**src/rtl/rx_link_pkg.sv**
```systemverilog
// Shared types and widths for the RX lane bring-up/recovery sequencer.
package rx_link_pkg;

    localparam int unsigned STATE_W = 3;
    localparam int unsigned RETRY_W = 4;
    localparam int unsigned LOSS_W  = 16;

    typedef enum logic [STATE_W-1:0] {
        ST_IDLE       = 3'd0,
        ST_GT_RST     = 3'd1,
        ST_ALN_RST    = 3'd2,
        ST_WAIT_ALIGN = 3'd3,
        ST_WAIT_UP    = 3'd4,
        ST_LINK_UP    = 3'd5
    } state_t;

    // Largest of the three timed intervals sets the shared timer width.
    function automatic int unsigned max3(input int unsigned a, input int unsigned b,
                                         input int unsigned c);
        int unsigned m;
        m = (a > b) ? a : b;
        return (m > c) ? m : c;
    endfunction

endpackage

```
**src/rtl/rx_link_timer.sv**
```systemverilog
// Shared state timer: synchronous clear, hold when disabled, saturates instead of wrapping.
module rx_link_timer #(
    parameter int unsigned WIDTH = 8
) (
    input  logic             clk,
    input  logic             rst_n,
    input  logic             clr,
    input  logic             en,
    input  logic [WIDTH-1:0] terminal,
    output logic             term_c
);

    logic [WIDTH-1:0] count;

    always_ff @(posedge clk or negedge rst_n) begin
        if (!rst_n) begin
            count <= '0;
        end else if (clr) begin
            count <= '0;
        end else if (en && (count != '1)) begin
            count <= count + WIDTH'(1);
        end
    end

    assign term_c = (count == terminal);

endmodule

```
**src/rtl/rx_link_ctrl.sv**
```systemverilog
// Bring-up and recovery sequencer for one GT RX lane and its header aligner.
module rx_link_ctrl
    import rx_link_pkg::*;
#(
    parameter int unsigned ALIGN_TIMEOUT = 65536,
    parameter int unsigned UP_TIMEOUT    = 2097152,
    parameter int unsigned RST_CYCLES    = 16,
    parameter int unsigned MAX_RETRY     = 4,
    parameter int unsigned LOSS_FILTER   = 4
) (
    input  logic               clk,
    input  logic               rst_n,
    input  logic               enable,
    input  logic               rx_aligned,
    input  logic               rx_up,
    input  logic               gt_rx_reset_done,
    output logic               gt_rx_reset_req,
    output logic               aligner_rst,
    output logic               link_up,
    output logic [STATE_W-1:0] state_o,
    output logic [RETRY_W-1:0] retry_cnt,
    output logic [LOSS_W-1:0]  link_loss_cnt
);

    localparam int unsigned TMR_W = $clog2(max3(ALIGN_TIMEOUT, UP_TIMEOUT, RST_CYCLES));
    localparam int unsigned LF_W  = $clog2(LOSS_FILTER + 1);

    state_t             state;
    state_t             state_nxt;
    logic [RETRY_W-1:0] retry_nxt;
    logic [LF_W-1:0]    loss_cnt;
    logic [LF_W-1:0]    loss_nxt;
    logic               do_retry_c;
    logic               loss_evt_c;
    logic               loss_hit_c;
    logic               state_chg_c;
    logic               tmr_en_c;
    logic               tmr_term_c;
    logic [TMR_W-1:0]   tmr_terminal_c;

    assign state_o     = state;
    assign state_chg_c = (state_nxt != state);
    assign loss_hit_c  = !rx_aligned && (loss_cnt == LF_W'(LOSS_FILTER - 1));
    assign tmr_en_c    = (state == ST_ALN_RST) || (state == ST_WAIT_ALIGN) || (state == ST_WAIT_UP);

    // Terminal value for whichever interval the current state is timing.
    always_comb begin
        tmr_terminal_c = TMR_W'(UP_TIMEOUT - 1);
        case (state)
            ST_ALN_RST:    tmr_terminal_c = TMR_W'(RST_CYCLES - 1);
            ST_WAIT_ALIGN: tmr_terminal_c = TMR_W'(ALIGN_TIMEOUT - 1);
            default:       tmr_terminal_c = TMR_W'(UP_TIMEOUT - 1);
        endcase
    end

    rx_link_timer #(
        .WIDTH (TMR_W)
    ) u_timer (
        .clk      (clk),
        .rst_n    (rst_n),
        .clr      (state_chg_c),
        .en       (tmr_en_c),
        .terminal (tmr_terminal_c),
        .term_c   (tmr_term_c)
    );

    // Next state; priority is enable, then success, then loss, then timeout.
    always_comb begin
        state_nxt  = state;
        retry_nxt  = retry_cnt;
        do_retry_c = 1'b0;
        loss_evt_c = 1'b0;

        if (!enable) begin
            state_nxt = ST_IDLE;
        end else begin
            case (state)
                ST_IDLE: begin
                    state_nxt = ST_GT_RST;
                end
                ST_GT_RST: begin
                    if (gt_rx_reset_req && gt_rx_reset_done) begin
                        state_nxt = ST_ALN_RST;
                    end
                end
                ST_ALN_RST: begin
                    if (tmr_term_c) begin
                        state_nxt = ST_WAIT_ALIGN;
                    end
                end
                ST_WAIT_ALIGN: begin
                    if (rx_aligned) begin
                        state_nxt = ST_WAIT_UP;
                    end else if (tmr_term_c) begin
                        do_retry_c = 1'b1;
                    end
                end
                ST_WAIT_UP: begin
                    if (rx_up) begin
                        state_nxt = ST_LINK_UP;
                    end else if (loss_hit_c || tmr_term_c) begin
                        do_retry_c = 1'b1;
                    end
                end
                ST_LINK_UP: begin
                    if (loss_hit_c) begin
                        loss_evt_c = 1'b1;
                        do_retry_c = 1'b1;
                    end
                end
                default: begin
                    state_nxt = ST_IDLE;
                end
            endcase
        end

        if (do_retry_c) begin
            if (retry_cnt == RETRY_W'(MAX_RETRY - 1)) begin
                state_nxt = ST_GT_RST;
            end else begin
                retry_nxt = retry_cnt + RETRY_W'(1);
                state_nxt = ST_ALN_RST;
            end
        end

        if ((state_nxt != state) && ((state_nxt == ST_GT_RST) || (state_nxt == ST_LINK_UP))) begin
            retry_nxt = '0;
        end
    end

    // Consecutive-miss filter on rx_aligned, only meaningful once aligned.
    always_comb begin
        loss_nxt = '0;
        if (!state_chg_c && !rx_aligned &&
            ((state == ST_WAIT_UP) || (state == ST_LINK_UP)) &&
            (loss_cnt != LF_W'(LOSS_FILTER))) begin
            loss_nxt = loss_cnt + LF_W'(1);
        end
    end

    always_ff @(posedge clk or negedge rst_n) begin
        if (!rst_n) begin
            state           <= ST_IDLE;
            retry_cnt       <= '0;
            loss_cnt        <= '0;
            aligner_rst     <= 1'b1;
            gt_rx_reset_req <= 1'b0;
            link_up         <= 1'b0;
        end else begin
            state           <= state_nxt;
            retry_cnt       <= retry_nxt;
            loss_cnt        <= loss_nxt;
            aligner_rst     <= (state_nxt == ST_IDLE) || (state_nxt == ST_GT_RST) ||
                               (state_nxt == ST_ALN_RST);
            gt_rx_reset_req <= (state_nxt == ST_GT_RST);
            link_up         <= (state_nxt == ST_LINK_UP);
        end
    end

    always_ff @(posedge clk or negedge rst_n) begin
        if (!rst_n) begin
            link_loss_cnt <= '0;
        end else if (loss_evt_c && (link_loss_cnt != '1)) begin
            link_loss_cnt <= link_loss_cnt + LOSS_W'(1);
        end
    end

endmodule

```
**config.mk**
```make
export PLATFORM = sky130hd
export DESIGN_NAME = rx_link_ctrl
export DESIGN_NICKNAME = d
export VERILOG_FILES = /design/src/rtl/rx_link_pkg.sv /design/src/rtl/rx_link_timer.sv /design/src/rtl/rx_link_ctrl.sv
export SDC_FILE = /design/constraint.sdc
export NUM_CORES = 1
export LEC_CHECK = 0
export ABC_AREA = 1
export CAP_MARGIN = 20
export CORE_UTILIZATION = 40
export DETAILED_ROUTE_END_ITERATION = 8
export GPL_TIMING_DRIVEN = 0
export SLEW_MARGIN = 10
export SYNTH_ARGS = -nofsm -noshare
export SYNTH_HDL_FRONTEND = slang
export SYNTH_SLANG_ARGS = --single-unit
```
**constraint.sdc**
```tcl
create_clock -name clk -period 6.3 [get_ports clk]
set_input_delay 1.89 -clock clk [delete_from_list [all_inputs] [get_ports clk]]
set_output_delay 1.89 -clock clk [all_outputs]
set_load 0.01 [all_outputs]
```
# Yosys cells after proc, flatten, opt, wreduce, memory -nomap -nowiden

Cells that the tools add are included.

Output and inout bits: 26
Flip-flop bits (word level): 50
Input port bits: 6
ROM bits: 0
Memories: 0
Memory bits (writable): 0
Logic and storage cells: 74
Latch bits: 0

Shift operators: 0
Divide/modulo/power cells: 0
Multiply operators: 0
Mux-type cells: 24
Order comparisons: 0
Equality and inequality tests: 16
$add $sub $neg: 4
Bitwise operators: 0
Reductions and logical operators: 22

Operators by type and width:

| operator                                      | number |
|---|---|
| 2-to-1 mux 21 bit                             | 2 |
| one-hot mux 21 bit (2 select lines)           | 1 |
| adder 21 x 1 -> 21 bit, second input constant | 1 |
| == test 21 bit                                | 1 |
| 2-to-1 mux 3 bit                              | 7 |
| inequality test 21 bit, second input constant | 1 |
| one-hot mux 3 bit (6 select lines)            | 1 |
| adder 16 x 1 -> 16 bit, second input constant | 1 |
| inequality test 16 bit, second input constant | 1 |
| == test 3 x 2 -> 1 bit, second input constant | 4 |
| 2-to-1 mux 4 bit                              | 3 |
| == test 3 bit, second input constant          | 3 |
| logical AND 1 bit                             | 8 |
| 2-to-1 mux 1 bit                              | 8 |
| logical OR 1 bit                              | 7 |
| == test 3 x 1 -> 1 bit, second input constant | 2 |
| zero test 3 bit                               | 2 |
| adder 4 x 1 -> 4 bit, second input constant   | 1 |
| == test 4 x 2 -> 1 bit, second input constant | 1 |
| nonzero test 2 bit                            | 2 |
| adder 3 x 1 -> 3 bit, second input constant   | 1 |
| inequality test 3 bit                         | 1 |
| inequality test 3 bit, second input constant  | 1 |
| one-hot mux 1 bit (3 select lines)            | 1 |
| 4 further kinds                               | 5 |

# Longest topological paths before layout

Depth after elaboration: 15
Mapped depth: 18
Gate-level depth less buffers: 17

# By module

Synthesis repeated with hierarchy kept, for this count alone.

Cells, all modules: 449
Area, all modules: 3,373.2 µm²

By module, submodules not included:

| module        | sequential area each (µm²) | area an instance (µm²) | times used | cells each |
|---|---|---|---|---|
| rx_link_ctrl  | 726.9                      | 1,730.4                | 1          | 206 |
| rx_link_timer | 525.5                      | 1,642.8                | 1          | 243 |

# Least setup slack after synthesis

OpenSTA, ideal clock, no wires.

Path type: in2reg
Start point: input rx_aligned
End point: register link_loss_cnt[15]
Setup slack: 2,970 ps
Path buffers: 0
Cell stages on the path: 11
Library setup time: 79 ps
Required time: 6,221 ps
Arrival: 3,251 ps
Path through: inv_1 -> nand2_1 -> or2_1 -> nor2_1 -> nand2_1 -> nor2_2 -> nand3_2 -> nor2_2 -> nand4_1 -> nor3_2 -> xor2_1

Longest elaborated chain between the ends: 6

Ends and longest elaborated chain:

| item                 | line                | RTL |
|---|---|---|
| from (decl)          | rx_link_ctrl.sv:14  | `input logic rx_aligned,` |
| zero test 1 bit      | rx_link_ctrl.sv:43  | `assign loss_hit_c = !rx_aligned && (loss_cnt == LF_W'(LOSS_FILTER - 1));` |
| logical AND 1 bit    | rx_link_ctrl.sv:43  |  |
| 2-to-1 mux 1 bit     | rx_link_ctrl.sv:106 | `if (loss_hit_c) begin` |
| 2-to-1 mux 1 bit     | rx_link_ctrl.sv:77  | `case (state)` |
| 2-to-1 mux 1 bit     | rx_link_ctrl.sv:74  | `if (!enable) begin` |
| logical AND 1 bit    | rx_link_ctrl.sv:163 | `end else if (loss_evt_c && (link_loss_cnt != '1)) begin` |
| to (signal assigned) | rx_link_ctrl.sv:164 | `link_loss_cnt <= link_loss_cnt + LOSS_W'(1);` |
| to (decl)            | rx_link_ctrl.sv:22  | `output logic [LOSS_W-1:0] link_loss_cnt` |

No other way between the ends.
A chain may end at the register's enable or synchronous reset.

# Worst setup path in the final report

Ends and elaborated chain as after synthesis.

==> impl_metrics.json <==
{
  "drtAntennaViolNets": 0,
  "vias_per_cell": 4.685,
  "rsz0062_at_grt": "false",
  "die_w_um": 85.71,
  "postSynthCellCount": 347,
  "core-area_mm2": 0.006794,
  "grt_max_degree": 36,
  "clock_skew_ns": 0.008928,
  "status": "finished, final reports clean",
  "gp_congestion": 0.7996,
  "postCtsHoldBufs": 0,
  "critPathKind": "input pin to flip-flop",
  "place_hpwl_mm": 4.187,
  "clockRootBuffer": "clkbuf_8",
  "yosys.area.top_type": "dfrtp_1",
  "ys_seq_area_share_pct": 44.69,
  "hold_class": "flip-flop to flip-flop",
  "clock-sinks": 50,
  "setup_tns_ns": 0,
  "ys_ff_latch": 50,
  "synth_most_common_cell": "nand2_1",
  "synth_nets": 359,
  "power_density_mw_per_mm2": 200.7,
  "layout_setup_ws_ns": 2.480,
  "fin_nets": 398,
  "drc_errors": 0,
  "worstPathMaxFanout": 5,
  "num-fill-cells": 682,
  "start_util_pct": 41.25,
  "ys_top_cells_by_count": "nand2_1, nor2_1, dfrtp_1",
  "rows": 30,
  "grt.overflow.total": 0,
  "cts_setup_buffers": 0,
  "synth_area_mm2": 0.002803,
  "synth_area_leaders": "dfrtp_1, nand2_1, nor2_1",
  "clkSlewWorstSetupHoldPaths_ns": 0.09,
  "drive_above_1_share_pct": 11.37,
  "synth_edf_count": 0,
  "wirelength_mm": 5.647,
  "h-tree-depth": 2,
  "n_antenna_cell": 0,
  "peakVddDrop_v": 0.00007952,
  "p_leak_nw": 1.537,
  "grt_pass1_wl_mm": 10.20,
  "port_buffers": 31,
  "drtIter0Drc": 58,
  "grt_usage_pct": 17.16,
  "setup_viol": 0,
  "wl_per_cell_um": 11.69,
  "startpoint_type": "input pin",
  "detail_route.first_pass.iterations": 4,
  "yosysWarnings": 0,
  "tightest_slew_ns": 0.5288,
  "max_freq_mhz": 261.8,
  "cap_violations": 0,
  "grt_pass1_vias": 2315,
  "die_area_mm2": 0.007345,
  "area_growth_pct": 20.98,
  "die_y_um": 85.71,
  "boundaryPins": 32,
  "place_ws_ns": 2.142,
  "critPathRequiredTime_ns": 6.53,
  "yosys_most_used_dff": "dfrtp_1",
  "antenna_found_initial": 0,
  "routed-via-count": 2263,
  "post_cts_resized": 0,
  "yosysUniqueCellTypes": 29,
  "period_share_pct": 60.63,
  "numCtsBuffers": 5,
  "drv_slew": 0,
  "clk_latency_ns": 0.31,
  "synthArstFlopShare_pct": 100.0,
  "max_slew_margin_pct": 64.47,
  "fin_crit_ns": 3.820,
  "cts_tree": "built",
  "final_hold_viol_count": 0,
  "end_kind": "flip-flop",
  "avgSynthCellArea_um2": 8.077,
  "synth_top_area_share_pct": 43.75,
  "cp_data_arrival_time_ns": 4.05,
  "clockBufferDepth": 2
}
==> critical path, cell delays in order <==
cell             delay, ns
clkdlybuf4s50_1       0.46
inv_1                 0.09
nand2_1               0.08
or2_1                 0.25
nor2_1                0.11
nand2_1               0.18
nor2_2                0.18
nand3_2               0.11
nor2_2                0.20
nand4_1               0.18
nor3_2                0.17
xor2_1                0.15
==> layer usage <==
| metal | share of wire [%] | global-route usage [%] | up-vias |
|---|---|---|---|
| met3 | 3.4 | 3.465 | 8 |
| met2 | 45 | 27.78 | 37 |
| met1 | 50 | 23.53 | 1041 |
| met4 | 1.3 | 4.545 | 0 |
| met5 | 0 | 0 | - |
| li1 | - | - | 1177 |
==> registers in the layout, summed over array words and instances, names as in the netlist <==
signal and flops:
aligner_rst 1, gt_rx_reset_req 1, link_loss_cnt 16, link_up 1, loss_cnt 3, retry_cnt 4
state_o 3, u_timer.count 21
==> area by class of cell <==
cell class | instances | area (um2) | area share, %
Tap cell | 96 | 120.1 | 3.542
Clock buffer | 6 | 82.58 | 2.435
Multi-Input combinational cell | 248 | 1351 | 39.85
Clock inverter | 2 | 60.06 | 1.771
Timing Repair Buffer | 32 | 325.3 | 9.594
Inverter | 47 | 176.4 | 5.203
Buffer | 2 | 22.52 | 0.6642
Sequential cell | 50 | 1252 | 36.94
==> report_power, final <==
part | total, mW | switching [mW] | internal, mW
Combinational | 0.0723 | 0.0467 | 0.0255
Sequential | 0.329 | 0.00453 | 0.325
Clock | 0.279 | 0.110 | 0.169
==> final timing paths <==
check                                                   from                       endpoint  slack, ns  cells past startpoint
worst max-delay path                              rx_aligned  link_loss_cnt[15]$_DFFE_PN0P_       2.48                     12
worst min-delay path                   loss_cnt[0]$_DFF_PN0_          loss_cnt[0]$_DFF_PN0_       0.46                      1
worst max register to register  u_timer.count[0]$_DFFE_PN0P_  u_timer.count[17]$_DFFE_PN0P_       3.90                     17
worst min register to register         loss_cnt[0]$_DFF_PN0_          loss_cnt[0]$_DFF_PN0_       0.46                      1
max in group asynchronous                              rst_n          aligner_rst$_DFF_PN1_       4.21                      2
min in group asynchronous                              rst_n   u_timer.count[8]$_DFFE_PN0P_       1.50                      1
==> through the flow <==
step / area [um2] / util [%] / std cells / hold slack, ns / power [mW]
global route: 3391 / 49.91 / 483 / 0.4900 / 0.7097
detailed placement: 3248 / 47.81 / 475 / 0.4591 / 0.4094
finish: 3391 / 49.91 / 483 / 0.4630 / 0.6806
floorplan: 2803 / - / 347 / 0.4317 / 0.3794
CTS: 3391 / 49.91 / 483 / 0.4723 / 0.6902
global placement: 3233 / 47.59 / 474 / 0.4530 / 0.4081
==> cells in the final DEF (no fill, tap or decap), drive strengths merged <==
cell type,count
clkinv,1
clkdlybuf4s50,30
bufinv,2
o21ai,10
and3,1
xor2,22
buf,4
xnor2,8
nor3,12
a21oi,9
or2,1
dfstp,1
nand4,11
a41oi,1
clkbuf,6
nand3b,1
nor2,67
nand3,24
dfrtp,49
ha,6
a31o,1
a211oi,1
inv,46
nor4,1
nand2,72
==> kinds of logic (layout without fill, tap and decap cells) <==
group | after synthesis | count (layout) | synth area share (%)
AO/OA/AOI/OAI | 22 | 22 | 4.420
flip-flops | 50 | 50 | 44.69
adder cells (fa/ha/maj) | 6 | 6 | 2.679
AND/OR/NAND/NOR | 190 | 190 | 31.74
XOR/XNOR | 30 | 30 | 9.375
buffers and inverters | 49 | 89 | 7.098
No activity file was read; power rests on OpenSTA's default activity.
